[config.mk]
export PLATFORM = sky130hd
export DESIGN_NAME = ps2_keyboard
export DESIGN_NICKNAME = d
export VERILOG_FILES = /design/src/rtl/ps2_keyboard.sv
export SDC_FILE = /design/constraint.sdc
export NUM_CORES = 1
export LEC_CHECK = 0
export CAP_MARGIN = 30
export CORE_MARGIN = 2
export CORE_UTILIZATION = 55
export CTS_BUF_LIST = sky130_fd_sc_hd__clkbuf_2
export DETAILED_ROUTE_END_ITERATION = 12
export GPL_ROUTABILITY_DRIVEN = 0
export PLACE_DENSITY = 0.86
export REMOVE_ABC_BUFFERS = 1
export SYNTH_ARGS = -nofsm -noshare
export SYNTH_HDL_FRONTEND = slang
export SYNTH_SLANG_ARGS = --single-unit
[constraint.sdc]
create_clock -name CLK12 -period 2.2 [get_ports CLK12]
set_input_delay 0.44 -clock CLK12 [delete_from_list [all_inputs] [get_ports CLK12]]
set_output_delay 0.44 -clock CLK12 [all_outputs]
set_load 0.02 [all_outputs]
[src/rtl/ps2_keyboard.sv]
// ps2_keyboard -- PS/2 set-2 keyboard receiver.
//
// Receives 11-bit PS/2 frames (start, 8 data LSB first, odd parity, stop)
// and decodes the E0/F0 prefixes into key events.
//
// Ports:
//   CLK12        in   sole clock, rising edge
//   RESET        in   synchronous, active-high reset
//   PS2_CLK      in   asynchronous keyboard clock line, idle high
//   PS2_DAT      in   asynchronous keyboard data line, idle high
//   KEY_STROBE   out  one-cycle pulse marking a new key event
//   KEY_PRESSED  out  1 = make, 0 = break (held between strobes)
//   KEY_EXTENDED out  1 = event was E0-prefixed (held between strobes)
//   KEY_CODE     out  scan code without prefixes (held between strobes)
//   FRAME_ERR    out  one-cycle pulse on parity, stop-bit or timeout error
//
// Parameters:
//   TIMEOUT  frame watchdog in CLK12 cycles
//   FILTER   consecutive equal samples needed to accept a new PS2_CLK level
module ps2_keyboard #(
  parameter int unsigned TIMEOUT = 12000,
  parameter int unsigned FILTER  = 4
) (
  input  logic       CLK12,
  input  logic       RESET,
  input  logic       PS2_CLK,
  input  logic       PS2_DAT,
  output logic       KEY_STROBE,
  output logic       KEY_PRESSED,
  output logic       KEY_EXTENDED,
  output logic [7:0] KEY_CODE,
  output logic       FRAME_ERR
);

  localparam int unsigned FCW = (FILTER > 1) ? $clog2(FILTER) : 1;
  localparam int unsigned WDW = (TIMEOUT > 1) ? $clog2(TIMEOUT + 1) : 1;

  typedef enum logic [1:0] {
    S_IDLE,
    S_DATA,
    S_PARITY,
    S_STOP
  } state_e;

  // Synchronizers and clock glitch filter
  logic           clk_meta_q, clk_sync_q;
  logic           dat_meta_q, dat_sync_q;
  logic           clk_filt_q, clk_filt_d;
  logic [FCW-1:0] filt_cnt_q, filt_cnt_d;
  logic           edge_q,     edge_d;

  // Filter: the accepted level only moves after FILTER consecutive
  // synchronized samples that disagree with it; any agreeing sample
  // restarts the run.
  always_comb begin
    clk_filt_d = clk_filt_q;
    filt_cnt_d = filt_cnt_q;
    edge_d     = 1'b0;
    if (clk_sync_q == clk_filt_q) begin
      filt_cnt_d = '0;
    end else if (filt_cnt_q == FCW'(FILTER - 1)) begin
      clk_filt_d = clk_sync_q;
      filt_cnt_d = '0;
      edge_d     = ~clk_sync_q;
    end else begin
      filt_cnt_d = filt_cnt_q + FCW'(1);
    end
  end

  always_ff @(posedge CLK12) begin
    if (RESET) begin
      clk_meta_q <= 1'b1;
      clk_sync_q <= 1'b1;
      dat_meta_q <= 1'b1;
      dat_sync_q <= 1'b1;
      clk_filt_q <= 1'b1;
      filt_cnt_q <= '0;
      edge_q     <= 1'b0;
    end else begin
      clk_meta_q <= PS2_CLK;
      clk_sync_q <= clk_meta_q;
      dat_meta_q <= PS2_DAT;
      dat_sync_q <= dat_meta_q;
      clk_filt_q <= clk_filt_d;
      filt_cnt_q <= filt_cnt_d;
      edge_q     <= edge_d;
    end
  end

  // Receive FSM, watchdog and byte decode
  state_e         state_q;
  logic [2:0]     bit_cnt_q;
  logic [7:0]     shift_q;
  logic           parity_q;
  logic [WDW-1:0] wd_q;
  logic           break_q;
  logic           ext_q;
  logic           strobe_q;
  logic           pressed_q;
  logic           extended_q;
  logic [7:0]     code_q;
  logic           err_q;

  logic frame_ok;
  assign frame_ok = (^shift_q ^ parity_q) & dat_sync_q;

  always_ff @(posedge CLK12) begin
    if (RESET) begin
      state_q    <= S_IDLE;
      bit_cnt_q  <= '0;
      shift_q    <= '0;
      parity_q   <= 1'b0;
      wd_q       <= '0;
      break_q    <= 1'b0;
      ext_q      <= 1'b0;
      strobe_q   <= 1'b0;
      pressed_q  <= 1'b0;
      extended_q <= 1'b0;
      code_q     <= '0;
      err_q      <= 1'b0;
    end else begin
      strobe_q <= 1'b0;
      err_q    <= 1'b0;
      // An edge event takes priority over a watchdog expiry in the same cycle.
      if (edge_q) begin
        wd_q <= '0;
        case (state_q)
          S_IDLE: begin
            if (!dat_sync_q) begin
              state_q   <= S_DATA;
              bit_cnt_q <= '0;
            end
          end
          S_DATA: begin
            shift_q   <= {dat_sync_q, shift_q[7:1]};
            bit_cnt_q <= bit_cnt_q + 3'd1;
            if (bit_cnt_q == 3'd7) begin
              state_q <= S_PARITY;
            end
          end
          S_PARITY: begin
            parity_q <= dat_sync_q;
            state_q  <= S_STOP;
          end
          S_STOP: begin
            state_q <= S_IDLE;
            if (frame_ok) begin
              case (shift_q)
                8'hF0: break_q <= 1'b1;
                8'hE0: ext_q   <= 1'b1;
                // Keyboard status/ack bytes: dropped, prefix state untouched.
                8'h00, 8'hAA, 8'hEE, 8'hFA, 8'hFC, 8'hFE, 8'hFF: ;
                default: begin
                  code_q     <= shift_q;
                  pressed_q  <= ~break_q;
                  extended_q <= ext_q;
                  strobe_q   <= 1'b1;
                  break_q    <= 1'b0;
                  ext_q      <= 1'b0;
                end
              endcase
            end else begin
              err_q   <= 1'b1;
              break_q <= 1'b0;
              ext_q   <= 1'b0;
            end
          end
          default: state_q <= S_IDLE;
        endcase
      end else if (state_q != S_IDLE) begin
        if (wd_q == WDW'(TIMEOUT - 1)) begin
          state_q <= S_IDLE;
          wd_q    <= '0;
          err_q   <= 1'b1;
          break_q <= 1'b0;
          ext_q   <= 1'b0;
        end else begin
          wd_q <= wd_q + WDW'(1);
        end
      end
    end
  end

  assign KEY_STROBE   = strobe_q;
  assign KEY_PRESSED  = pressed_q;
  assign KEY_EXTENDED = extended_q;
  assign KEY_CODE     = code_q;
  assign FRAME_ERR    = err_q;

endmodule

==> impl_results.md, run 1 <==
* Tightest Pin Transition at a little under 0.6 ns
* Seq/Total Area, Yosys at between 40 and 50%
* Clock transition at path regs at between 0.2 and 0.25 ns
* Vias in the first global route at between 1500 and 2000
* Tot Pwr at between 1 and 1.5 mW
* P&R area growth vs syn at 12.9%
* Fin crit share at 95.4%
* Total CTS buffers at 5
* Leak Pwr at 0.998 nW
* Largest net degree at the start of global routing at 22
* Final wirelength at 4450 um
* Avg Inst Size Synth at roughly 8.9 um2
* Rel. slew slack at between 60% and 70%
* Number of I/O port buffers at 15
* Asr flop ratio synth at 0%
* TNS Setup at 0 ns
* Root buf cell: clkbuf_2
* Non-Filler Instances at ~340
* Top FF cell, synth: dfxtp_1
* NetSw at roughly 0.3 mW
* Post-Syn Instances at 267
* Final setup violation count at 0
* Yosys reg bits at 50
* CTS Hold Bufs at 0
* Warnings, synthesis at 0
* RSZ-0062 raised after global routing: false
* CP required at roughly 2.6 ns
* Power per cell area at 482 nW/um2
* Initial core utilization at ~58%
* H-Tree Depth at 2
* Global-route wire length before repair at about 7700 um
* Most frequent cells in the layout: dfxtp_1 (47), nand2_1 (45), nor2_1 (24), ha_1 (20), a21oi_1 (16)
* Max-cap violations at 0
* Synth cell types at approximately 40
* Comb pwr share at between 2 and 3%
* Total grt overflow at 0
* Iteration-0 DRC Markers at around 110
* Arrival time of the worst setup path at about 2.5 ns
* Core area at 4090 um2
* Synthesized area at ~2400 um2
* Sequential share of power at between 70% and 80%
* Vias at 1853
* Status: complete, no violations
* Remaining DRCs at 0
* End-of-flow core utilization at between 60% and 70%
* Max VDD drop at around 0.29 mV
* Maximum clock path buffer count at 2
* Final Slew Violations at 0
* Die Width at 69.7 um
* Share of layout cells above drive strength 1 at 10.3%
* Total track usage at 19.3%
* NumNets Final at 314
* Commonest non-fill, non-tap cell in the layout: dfxtp_1
* TritonCTS clock tree: yes
* Std-Cell Rows at 23
* Fillers at around 340
* Antenna viol nets, final at 0
* Worst Hold Class: flip-flop to flip-flop
* DP HPWL at roughly 3100 um
* Skew final at a little under 0.03 ns
* Peak Freq at ~480 MHz
* Num ports at 16
* Clk sinks at 50
* EDFF count, synth at 0
* Drt wl/cell at ~13 um
* Initial antenna violation count at 0
* Clock latency on the worst-skew pair at ~0.43 ns
* Switching Fraction at 23.2%
* Final period demand of the worst path at approximately 2.1 ns
* Clock share of power at about a quarter
* DR pass1 iterations at 5
* Ant. Diodes at 0
* Vias/cell at 5.43
* Worst Setup Start Kind: flip-flop
* Kind of critical path: flip-flop to flip-flop
* Nature of the critical path endpoint: flip-flop
* Die Area at a little under 5000 um2
* Die Height at approximately 70 um
* Int Power at 0.991 mW
* Final Hold Fails at 0
* Crit Path Max Fanout at 8
* Cell count after placement at 332
[power groups by stage]
stage / registers (mW) / clock network [mW] / logic [mW]
2_1_floorplan: 0.931 / 0 / 0.0126
3_3_place_gp: 0.932 / 0 / 0.0307
4_1_cts: 0.915 / 0.351 / 0.0313
5_1_grt: 0.916 / 0.390 / 0.0354
3_5_place_dp: 0.932 / 0 / 0.0313
6_report: 0.915 / 0.344 / 0.0317
[cells in the mapped netlist (2+ instances only)]
cell type / n / area, um2
a21oi_1: 16 / 80.1
buf_2: 2 / 10.0
clkbuf_1: 7 / 26.3
dfxtp_1: 50 / 1000
ha_1: 20 / 250
inv_1: 14 / 52.6
mux2i_1: 13 / 130
nand2_1: 45 / 169
nand3_1: 10 / 50.1
nand3b_1: 2 / 15.0
nand4_1: 7 / 43.8
nand4b_1: 2 / 17.5
nor2_1: 24 / 90.1
nor2b_1: 2 / 12.5
nor3_1: 7 / 35.0
nor4_1: 2 / 12.5
or2_2: 4 / 25.0
or3_1: 3 / 18.8
xnor2_1: 7 / 61.3
xor2_1: 9 / 78.8
[cell families after synthesis]
group           after synthesis  share of synthesized area (%)
compound gates               24                           6.01
mux                          14                           5.95
xor+xnor                     17                           6.85
flops                        50                           42.1
simple gates                117                           24.1
buf+inv                      25                           4.37
fa+ha+maj                    20                           10.5
[worst max-delay path: stages, from the launching register on]
cell	delay, ns
dfxtp_2	0.37
inv_1	0.05
ha_1	0.31
xnor3_1	0.35
xnor2_1	0.16
and3_4	0.22
and4_4	0.24
buf_8	0.14
mux2i_1	0.20
[path summary, 6_finish.rpt]
kind | from | to | slack, ns | cells after the start
setup / recovery | shift_q[2]$_SDFFE_PP0P_ | KEY_CODE[5]$_SDFFE_PP0P_ | 0.10 | 8
hold / removal | filt_cnt_q[0]$_SDFF_PP0_ | filt_cnt_q[0]$_SDFF_PP0_ | 0.44 | 1
setup reg to reg | shift_q[2]$_SDFFE_PP0P_ | KEY_CODE[5]$_SDFFE_PP0P_ | 0.10 | 8
hold reg to reg | filt_cnt_q[0]$_SDFF_PP0_ | filt_cnt_q[0]$_SDFF_PP0_ | 0.44 | 1
[routing by layer]
| metal | vias to the layer above | share of wire [%] | GRT usage [%] | routed length [um] |
|---|---|---|---|---|
| li1 | 947 | - | - | - |
| met1 | 871 | 45 | 22.5 | 2000 |
| met2 | 28 | 50 | 34.3 | 2230 |
| met3 | 7 | 3.3 | 3.34 | 147 |
| met4 | 0 | 1.6 | 8.97 | 69 |
| met5 | - | 0 | 0 | 0 |
[state kept, by name (all words and copies together) (netlist names), 2 cells and up]
register,flops
KEY_CODE,8
bit_cnt_q,3
filt_cnt_q,2
wd_q,14
shift_q,8
state_q,2
[per-stage QoR]
step	setup slack, ns	hold WS [ns]	instance area (um2)
final	0.101	0.439	2680
after global routing	0.0144	0.459	2680
after CTS	0.0273	0.444	2660
after detailed placement	0.0376	0.401	2620
after global placement	0.113	0.391	2620
after floorplan	-0.204	0.389	2320
[repair_timing]
| action | 4_1_cts | 5_1_grt |
|---|---|---|
| endpoints found under the setup margin | 1 | 10 |
| gates cloned | 0 | 0 |
| pin swaps | 0 | 1 |
| setup buffers | 0 | 1 |
| gates resized for setup | 1 | 7 |
[final cells by class]
| type | count | area [um2] | area share (%) |
|---|---|---|---|
| multi-input combinational | 192 | 1280 | 47.6 |
| inverter | 14 | 52.6 | 1.96 |
| clock buffer | 5 | 25.0 | 0.934 |
| tap | 50 | 62.6 | 2.33 |
| sequential | 50 | 1000 | 37.5 |
| clock inverter | 3 | 11.3 | 0.420 |
| timing repair buffer | 27 | 248 | 9.24 |
Power figures use the tool's default switching activity.
==> run 2, diff against run 1 <==
--- a/config.mk
+++ b/config.mk
@@ -11,7 +11,7 @@
 export CTS_BUF_LIST = sky130_fd_sc_hd__clkbuf_2
 export DETAILED_ROUTE_END_ITERATION = 12
 export GPL_ROUTABILITY_DRIVEN = 0
-export PLACE_DENSITY = 0.86
+export PLACE_DENSITY_LB_ADDON = 0.2
 export REMOVE_ABC_BUFFERS = 1
 export SYNTH_ARGS = -nofsm -noshare
 export SYNTH_HDL_FRONTEND = slang
==> run 2 against run 1 <==
Utilization rose by 0.40 points. Worst hold slack barely moved. Die area is the same. Worst setup slack better by 0.017 ns. Clock-buffer cell count increased by 1. Critical endpoint is now KEY_PRESSED$_SDFFE_PP0P_. Largest power group unchanged.
==> impl_results.md, run 2 (same netlist as run 1, synthesis figures left out) <==
* Setup WS pre-CTS at around 0.065 ns
* Most frequent cells in the layout: dfxtp_1 (45), nand2_1 (45), nor2_1 (24), ha_1 (20), a21oi_1 (16)
* Root buf cell: clkbuf_2
* Die Height at 69.7 um
* Drt wl/cell at 12.5 um
* Vias/cell at approximately 5.3
* Int Power at around 1.0 mW
* Tot Pwr at approximately 1.3 mW
* Sequential share of power at just over 70%
* Total track usage at between 10% and 20%
* Postcts setup bufs at 0
* Status: complete, no violations
* Ant. Diodes at 0
* Final period demand of the worst path at about 2.1 ns
* Total grt overflow at 0
* Kind of critical path: flip-flop to flip-flop
* Vias in the first global route at about 1800
* Crit Path Max Fanout at 5
* P&R area growth vs syn at 13.5%
* Reg with most FFs: wd_q
* Worst Setup Start Kind: flip-flop
* Remaining DRCs at 0
* Share of layout cells above drive strength 1 at roughly an eighth
* Clock share of power at about 27%
* Global-route wire length before repair at about 7500 um
* Worst Hold Class: flip-flop to flip-flop
* Die Width at ~70 um
* Max VDD drop at 0.417 mV
* Largest net degree at the start of global routing at 22
* Comb pwr share at between 2 and 3%
* Final wirelength at roughly 4300 um
* Fin crit share at roughly 95%
* Hold path depth at 1
* Max FFs per register at 14
* TritonCTS clock tree: yes
* RSZ-0062 raised after global routing: false
* Switching Fraction at a little under a quarter
* Clock latency on the worst-skew pair at 0.42 ns
* Number of I/O port buffers at 15
* Initial antenna violation count at 0
* Nature of the critical path endpoint: flip-flop
* Antenna viol nets, final at 0
* Num ports at 16
* DP HPWL at 3140 um
* Peak Freq at between 400 and 500 MHz
* Maximum clock path buffer count at 2
* H-Tree Depth at 2
* Leak Pwr at approximately 1.0 nW
* Tightest Pin Transition at between 0.5 and 0.6 ns
* Die Area at just under 5000 um2
* Initial core utilization at 58.1%
* NumNets Final at approximately 320
* End-of-flow core utilization at around 66%
* Final Slew Violations at 0
* Max-cap violations at 0
* Clock transition at path regs at between 0.2 and 0.25 ns
* Arrival time of the worst setup path at 2.42 ns
* Std-Cell Rows at 23
* Crit path setup slack, layout at approximately 0.12 ns
* Core area at 4090 um2
* NetSw at between 0.2 and 0.3 mW
* Final setup violation count at 0
* CP required at ~2.5 ns
* Total CTS buffers at 5
* Iteration-0 DRC Markers at 46
* TNS Setup at 0 ns
* Skew final at 0.0208 ns
* DR pass1 iterations at 4
* Clk sinks at 50
* Reg2reg path depth at 7
* Vias at between 1500 and 2000
* Final Hold Fails at 0
* Rel. slew slack at between 60 and 70%
* Power per cell area at 481 nW/um2
-- run 2: power by group through the flow --
| stage | sequential, mW | clock [mW] | combinational (mW) |
|---|---|---|---|
| floorplan | 0.931 | 0 | 0.0126 |
| global placement | 0.932 | 0 | 0.0327 |
| detailed placement | 0.932 | 0 | 0.0326 |
| CTS | 0.915 | 0.361 | 0.0328 |
| global route | 0.916 | 0.400 | 0.0367 |
| finish | 0.914 | 0.350 | 0.0327 |
-- run 2: critical path, stage by stage, from the launching register on --
cell and delay [ns]:
dfxtp_2 0.37, inv_1 0.05, ha_1 0.30, xnor3_1 0.34
xnor2_1 0.17, and3_4 0.22, and4_4 0.24, mux2_2 0.33
-- run 2: area by class of cell --
cell class	count	area [um2]
clock buffers	6	30.0
clock inverters	2	8.76
fillers	341	1390
inverters	14	52.6
multi-input cells	192	1280
flip-flops and latches	50	1010
well taps	50	62.6
repair buffers	29	259
-- run 2: worst paths after layout --
check                                               from                       end  slack (ns)
worst max-delay path             shift_q[2]$_SDFFE_PP0P_  KEY_PRESSED$_SDFFE_PP0P_        0.12
worst min-delay path            filt_cnt_q[0]$_SDFF_PP0_  filt_cnt_q[0]$_SDFF_PP0_        0.44
worst max register to register   shift_q[2]$_SDFFE_PP0P_  KEY_PRESSED$_SDFFE_PP0P_        0.12
worst min register to register  filt_cnt_q[0]$_SDFF_PP0_  filt_cnt_q[0]$_SDFF_PP0_        0.44
-- run 2: metal layers --
metal / part of all wire (%) / up-vias / global-route usage [%] / wire, um
met5: 0 / - / 0 / 0
met4: 2.1 / 0 / 6.62 / 89
met3: 4.1 / 9 / 4.94 / 175
met2: 45 / 28 / 31.6 / 1930
met1: 49 / 852 / 23.5 / 2100
li1: - / 944 / - / -
-- run 2: through the flow --
stage / cell area (um2) / hold WS, ns / cells
2_1_floorplan: 2320 / 0.389 / 256
3_3_place_gp: 2640 / 0.391 / 335
3_5_place_dp: 2640 / 0.397 / 335
4_1_cts: 2680 / 0.445 / 343
5_1_grt: 2700 / 0.468 / 343
6_report: 2700 / 0.440 / 343
-- run 2: what timing repair did --
item / CTS / global route
endpoints found under the setup margin: 0 / 12
resized for setup: 0 / 9
hold buffers: 0 / 0
